`src/rtl/gray_frame_sequencer.sv`:
```
// Frame sequencer: for every pixel, read RGB from the source buffer, run it through the
// gray converter and write the result out. Define GRAY_SEQ_CONTINUOUS_EN to repeat frames.
module gray_frame_sequencer #(
  parameter int IMG_W   = 160,
  parameter int IMG_H   = 120,
  parameter int ADDR_W  = 15,
  parameter int RD_LAT  = 1,
  parameter int CVT_LAT = 2
) (
  input  logic              clk,
  input  logic              rst,
  input  logic              start,
  input  logic              abort,
  output logic              busy,
  output logic              done,
  output logic              rd_en,
  output logic [ADDR_W-1:0] rd_addr,
  input  logic [23:0]       rd_data,
  output logic              cvt_valid,
  output logic [7:0]        cvt_r,
  output logic [7:0]        cvt_g,
  output logic [7:0]        cvt_b,
  input  logic [7:0]        cvt_gray,
  output logic              wr_en,
  output logic [ADDR_W-1:0] wr_addr,
  output logic [7:0]        wr_data,
  input  logic              wr_ready
);

  typedef enum logic [2:0] {IDLE, READ, MEMWAIT, CVT, CVTWAIT, WRITE} state_t;

  localparam int                NPIX     = IMG_W * IMG_H;
  localparam logic [ADDR_W-1:0] LAST_IDX = ADDR_W'(NPIX - 1);
  localparam int                MAX_LAT  = (RD_LAT > CVT_LAT) ? RD_LAT : CVT_LAT;
  localparam int                CNT_W    = $clog2(MAX_LAT + 1);
  localparam logic [CNT_W-1:0]  MEM_LAST = CNT_W'(RD_LAT - 1);
  localparam logic [CNT_W-1:0]  CVT_LAST = CNT_W'(CVT_LAT - 1);

  state_t            state_q, state_d;
  logic [ADDR_W-1:0] idx_q, idx_d;
  logic [CNT_W-1:0]  cnt_q, cnt_d;
  logic [23:0]       rgb_q, rgb_d;
  logic [7:0]        gray_q, gray_d;
  logic              done_q, done_d;

  // NOTE: data registers are reset as well, since cvt_r/g/b expose them and must read 0 after reset.
  always_ff @(posedge clk or posedge rst) begin
    if (rst) begin
      state_q <= IDLE;
      idx_q   <= '0;
      cnt_q   <= '0;
      rgb_q   <= '0;
      gray_q  <= '0;
      done_q  <= 1'b0;
    end else begin
      // NOTE: non-blocking so every register samples the pre-edge value of the others.
      state_q <= state_d;
      idx_q   <= idx_d;
      cnt_q   <= cnt_d;
      rgb_q   <= rgb_d;
      gray_q  <= gray_d;
      done_q  <= done_d;
    end
  end

  always_comb begin
    // NOTE: hold-by-default assignments first, so no path leaves a variable unassigned (no latches).
    state_d = state_q;
    idx_d   = idx_q;
    cnt_d   = cnt_q;
    rgb_d   = rgb_q;
    gray_d  = gray_q;
    done_d  = 1'b0;

    if (state_q != IDLE && abort) begin
      state_d = IDLE;
      cnt_d   = '0;
    end else begin
      case (state_q)
        IDLE: begin
          if (start && !abort) begin
            state_d = READ;
            idx_d   = '0;
          end
        end
        READ: begin
          state_d = MEMWAIT;
          cnt_d   = '0;
        end
        MEMWAIT: begin
          if (cnt_q == MEM_LAST) begin
            rgb_d   = rd_data;
            state_d = CVT;
            cnt_d   = '0;
          end else begin
            cnt_d = cnt_q + CNT_W'(1);
          end
        end
        CVT: begin
          state_d = CVTWAIT;
          cnt_d   = '0;
        end
        CVTWAIT: begin
          if (cnt_q == CVT_LAST) begin
            gray_d  = cvt_gray;
            state_d = WRITE;
            cnt_d   = '0;
          end else begin
            cnt_d = cnt_q + CNT_W'(1);
          end
        end
        WRITE: begin
          if (wr_ready) begin
            if (idx_q == LAST_IDX) begin
              done_d = 1'b1;
`ifdef GRAY_SEQ_CONTINUOUS_EN
              state_d = READ;
              idx_d   = '0;
`else
              state_d = IDLE;
`endif
            end else begin
              state_d = READ;
              idx_d   = idx_q + ADDR_W'(1);
            end
          end
        end
        default: state_d = IDLE;
      endcase
    end
  end

  // Addresses and write data are forced to 0 outside their strobe state.
  assign busy      = (state_q != IDLE);
  assign done      = done_q;
  assign rd_en     = (state_q == READ);
  assign rd_addr   = rd_en ? idx_q : '0;
  assign cvt_valid = (state_q == CVT);
  assign cvt_r     = rgb_q[23:16];
  assign cvt_g     = rgb_q[15:8];
  assign cvt_b     = rgb_q[7:0];
  assign wr_en     = (state_q == WRITE);
  assign wr_addr   = wr_en ? idx_q : '0;
  assign wr_data   = wr_en ? gray_q : 8'd0;

endmodule
```
`config.mk`:
```
export PLATFORM = sky130hd
export DESIGN_NAME = gray_frame_sequencer
export DESIGN_NICKNAME = d
export VERILOG_FILES = /design/src/rtl/gray_frame_sequencer.sv
export SDC_FILE = /design/constraint.sdc
export NUM_CORES = 1
export LEC_CHECK = 0
export ABC_AREA = 1
export CORE_MARGIN = 5
export CORE_UTILIZATION = 41
export CTS_CLUSTER_SIZE = 12
export DETAILED_ROUTE_END_ITERATION = 10
export PLACE_DENSITY = 0.75
export SLEW_MARGIN = 20
export SYNTH_ARGS = -nofsm -noshare
export SYNTH_HDL_FRONTEND = slang
export SYNTH_SLANG_ARGS = --single-unit
```
`constraint.sdc`:
```
create_clock -name clk -period 1.71 [get_ports clk]
set_clock_uncertainty 0.05 [all_clocks]
set_input_delay 0.342 -clock clk [delete_from_list [all_inputs] [get_ports clk]]
set_output_delay 0.342 -clock clk [all_outputs]
set_load 0.01 [all_outputs]
```
Word level (Yosys, flattened, before mapping)

Cells that the tools add are included.

Output and inout port bits: 67
ROM bits: 0
Latch bits: 0
Word-level logic and storage cells: 58
Memories: 0
Bits in registers: 53
Bits of input ports: 37
Bits in writable memories: 0

Shifts and indexed selects: 0
Bitwise logic cells: 1
Reduce and logical (&&, ||, !) cells: 13
Add/sub/neg operators: 2
Equality and inequality tests: 14
$lt $le $gt $ge: 0
Div/mod/pow operators: 0
Multipliers: 0
Mux-type cells: 22

Operators with widths:

| cell                    | number |
|---|---|
| $mux W15                | 5 |
| $pmux W15 S2            | 1 |
| $pmux W3 S6             | 1 |
| $add A15 B1 Y15 const B | 1 |
| $eq A15 B15 Y1 const B  | 1 |
| $mux W3                 | 5 |
| $ne A3 B3 Y1 const B    | 3 |
| $mux W8                 | 1 |
| $eq A3 B2 Y1 const B    | 2 |
| $eq A3 B3 Y1 const B    | 2 |
| $mux W2                 | 3 |
| $pmux W2 S3             | 1 |
| $reduce_and A3 Y1       | 2 |
| $mux W1                 | 5 |
| $reduce_and A5 Y1       | 1 |
| $ne A2 B2 Y1 const B    | 2 |
| $reduce_and A4 Y1       | 1 |
| $reduce_bool A4 Y1      | 1 |
| $eq A3 B1 Y1 const B    | 1 |
| $logic_not A3 Y1        | 1 |
| $ne A3 B1 Y1 const B    | 1 |
| $reduce_bool A3 Y1      | 1 |
| $add A2 B1 Y2 const B   | 1 |
| $eq A2 B1 Y1 const B    | 1 |
| 7 further kinds         | 8 |

Longest topological paths before layout

Depth in word-level cells: 5
Mapped depth: 9
Mapped depth without buffers: 9

Worst setup path after synthesis

No wires, ideal clock.

Kind: register to output
Start: register state_q[0]
End: output rd_addr[10]
Cell stages (with the launch flop): 8
Buffers on the path: 1
Slack: 0.035 ns
Required time: 1.318 ns
Data arrival time: 1.283 ns
Cell sequence: dfrtp_1 > inv_1 > nor2_1 > inv_2 > nor2_2 > inv_2 > buf_2 > nor2_1

Word-level cells in the longest chain between the ends: 2

Ends and longest elaborated chain:

| item                   | line | RTL |
|---|---|---|
| from (decl)            | 39   | `state_t state_q, state_d;` |
| from (signal assigned) | 57   | `state_q <= state_d;` |
| $eq A3 B1 Y1           | 136  | `assign rd_en = (state_q == READ);` |
| via rd_en              | 16   | `output logic rd_en,` |
| $mux W15               | 137  | `assign rd_addr = rd_en ? idx_q : '0;` |
| to (decl)              | 17   | `output logic [ADDR_W-1:0] rd_addr,` |

The timed path passes the listed nets, and every way through them passes these cells.

Worst setup path in the final report

Start: register state_q[2]
End: output wr_addr[0]

Word-level cells in the longest chain between the ends: 2

Ends and longest elaborated chain:

| item         | line | RTL |
|---|---|---|
| $eq A3 B3 Y1 | 142  | `assign wr_en = (state_q == WRITE);` |
| $mux W15     | 143  | `assign wr_addr = wr_en ? idx_q : '0;` |
| to (decl)    | 25   | `output logic [ADDR_W-1:0] wr_addr,` |

Every way passes these cells.

==> impl_results.md <==
- Fin util: 0.6858
- Vias in the first global route: 2805
- Root Driver: clkbuf_8
- Initial Util: 0.4281
- Req. time, crit path: 1320 ps
- Startpoint Class: flip-flop
- Placed instance area: 4239 um^2
- Core Box Area: 6869 um^2
- Initial DRT Pass Iterations: 4
- Worst-path fanout max: 6
- Status: complete, but fails checks
- Slew HR: 0.8023
- Total gr overflow: 0
- Maximum VDD drop: 0.8543 mV
- Total power: 0.006272 W
- Post-synthesis sequential area ratio: 0.4511
- Switching Share: 0.3989
- Clock slew at reported path FFs: 100 ps
- Leakage: 2.341 nW
- F_max: 533.8 MHz
- Routability-driven placement congestion ratio: 0.8440
- Worst-skew pair later-pin latency: 300 ps
- Largest net degree at the start of global routing: 49
- Worst r2r dst: idx_q[9]
- Vias/cell: 4.717
- Num rows: 30
- Via Count: 3014
- Setup crit end: wr_addr[0]
- Area of the multi-input gates: 1505 um^2
- Register bit total from synthesis: 53
- WL per Instance: 13.39 um
- CTS tree: done
- WL final: 8.556 mm
- Clock buffer count from CTS: 5
- Number of library cell types mapped by synthesis: 26
- Fillers: 565
- Syn_area_per_cell: 7.351 um^2
- Power Internal: 0.003770 W
- Final period util: 1.095
- Critical Path AT: 1480 ps
- CP Launch Point: state_q[2]
- Net load switching power: 0.002502 W
- DP HPWL: 5.813 mm
- Tightest Hold Check Type: in -> async
- Maxcap violations: 0
- First-pass GRT wire length: 12.62 mm
- Final Hold Viols: 0
- Critical path type: reg -> out
- # hold bufs at CTS: 0
- Tmin final: 1873 ps
- Max clock buf depth: 2
- Die ar.: 8965 um^2
- Clk pwr share: 0.111
- Port bufs: 103
- Synthesis Warnings: 0
- Worst R2R Start: state_q[2]
- Comb pwr share: 0.596
- PD cells: 1331 nW/um^2
- Crit end category: output pin
- Total track usage: 0.1753
- Final setup margin: -163.3 ps
- RSZ-0062 raised after global routing: true
- Share of post-route cells with drive strength above 1: 0.3057
- Reg2Reg Setup Slack: -30 ps
- Ant diodes: 0
- IO Pins: 104
- DRC viols: 0
- Cells after DPL: 611
- Design Area, Final: 4711 um^2
- Final std cells w/o fill: 639
- Routed Antenna Nets: 0
- Min Hold Slack: 220.4 ps
- Final Setup Violations: 50
- FF/Latch Area: 1326 um^2
- Detailed Route Iter0 Violations: 129
- Die Width: 94.69 um
- TritonCTS Sinks: 53
- Seq pwr share: 0.293
- Final net count: 584
- Htree depth: 2
- Violated checks: negative setup slack
- Worst Tran Pin Value: 295.5 ps
- Gate count of the mapped netlist: 400
- Max Slew Vio Count: 0
- Syn_nets: 442
- Initial antenna violation count: 0
- Syn Std Cell Area: 2940 um^2
- Synth-to-Final Area Change: 60.21%
- FF-to-FF path depth: 12
- Chip height: 94.69 um
[Yosys cell counts, drive strengths merged]
cell	count	area, um^2
clkbuf	2	7.510
nand4	7	43.79
or2	1	6.260
dfrtp	53	1326
nand3	27	150.2
o22ai	2	12.51
a21oi	8	40.04
nor2	76	300.3
xor2	6	52.55
buf	11	82.58
nand2	89	359.1
o21a	1	7.510
o21ai	39	214.0
nor3	1	5.000
ha	5	62.56
inv	72	270.3
[power by group through the flow]
stage | Combinational (W) | Sequential (W) | Clock [W]
floorplan | 0.00133 | 0.00198 | 0
global placement | 0.00280 | 0.00183 | 0
detailed placement | 0.00286 | 0.00184 | 0
CTS | 0.00302 | 0.00183 | 0.000730
global route | 0.00407 | 0.00189 | 0.000775
finish | 0.00374 | 0.00184 | 0.000698
[registers in the layout, summed over array words and instances, names as in the netlist]
name	count
state_q	3
gray_q	8
done	1
rgb_q	24
cnt_q	2
idx_q	15
[worst max-delay path, stage by stage (launching register included)]
cell	delay, ps
dfrtp_1	400
buf_6	120
nand3_4	140
buf_6	150
buf_6	110
nor2_1	110
buf_2	160
[layout make-up]
| type | instances | share of cell area |
|---|---|---|
| clock buffer | 5 | 0.01461 |
| clock inverter | 3 | 0.004781 |
| inverter | 72 | 0.05896 |
| multi-input combinational | 262 | 0.3195 |
| sequential | 53 | 0.2815 |
| tap | 96 | 0.02550 |
| timing repair buffer | 148 | 0.2951 |
[layout by cell type, fill, tap and decap left out, types with 3 or more instances in the layout]
cell type / Yosys / routed
nand4_1: 7 / 7
clkbuf_8: 0 / 5
nand3_2: 3 / 3
buf_6: 4 / 28
inv_2: 3 / 7
nand2_2: 1 / 10
o21ai_0: 25 / 24
clkinvlp_4: 0 / 3
dfrtp_1: 53 / 53
o21ai_1: 9 / 7
nor2_2: 3 / 11
xor2_1: 6 / 6
ha_1: 5 / 4
buf_12: 0 / 5
nor2_4: 1 / 13
nand3_4: 0 / 3
nand2_4: 3 / 12
clkdlybuf4s50_1: 0 / 61
o21ai_2: 5 / 8
inv_1: 69 / 63
nand2_1: 85 / 67
nand3_1: 24 / 21
nor2_1: 72 / 52
buf_4: 1 / 19
buf_2: 6 / 32
a21oi_1: 8 / 8
[kinds of logic (layout without fill, tap and decap cells)]
group,count (synthesis),in the layout,share of synthesized area
and+or+nand+nor,201,201,0.2940
buffers and inverters,85,228,0.1226
DFF,53,53,0.4511
AOI/OAI and AO/OA,50,50,0.09319
xor gates and xnor gates,6,6,0.01787
adders and majority gates,5,5,0.02128
[metal layers]
layer / global-route usage / part of all wire / up-vias / routed length, um
met5: 0 / 0 / - / 0
met4: 0.04688 / 0.0099 / 0 / 85
met3: 0.08207 / 0.11 / 9 / 926
met2: 0.2942 / 0.49 / 114 / 4198
met1: 0.2008 / 0.39 / 1381 / 3346
li1: - / - / 1510 / -
[worst min path at each step]
stage,startpoint,endpoint
6_report,rst,rgb_q[12]
4_1_cts,rst,rgb_q[3]
3_3_place_gp,rgb_q[16],rgb_q[16]
5_1_grt,rst,rgb_q[12]
2_1_floorplan,rd_data[3],rgb_q[3]
3_5_place_dp,rgb_q[9],rgb_q[9]
[metrics by stage]
| step | setup TNS, ps | setup slack [ps] |
|---|---|---|
| 2_1_floorplan | 0 | 31.77 |
| 3_3_place_gp | -5574 | -185.1 |
| 3_5_place_dp | -7298 | -221.9 |
| 4_1_cts | -1540 | -139.7 |
| 5_1_grt | -7217 | -226.7 |
| 6_report | -2503 | -163.3 |
[repair_timing]
action,CTS,global route
pin swaps,3,16
endpoints found under the setup margin,57,62
setup buffers,6,9
gates cloned,3,2
resized for setup,193,83
Note: power is estimated with default switching activity, not from simulation.
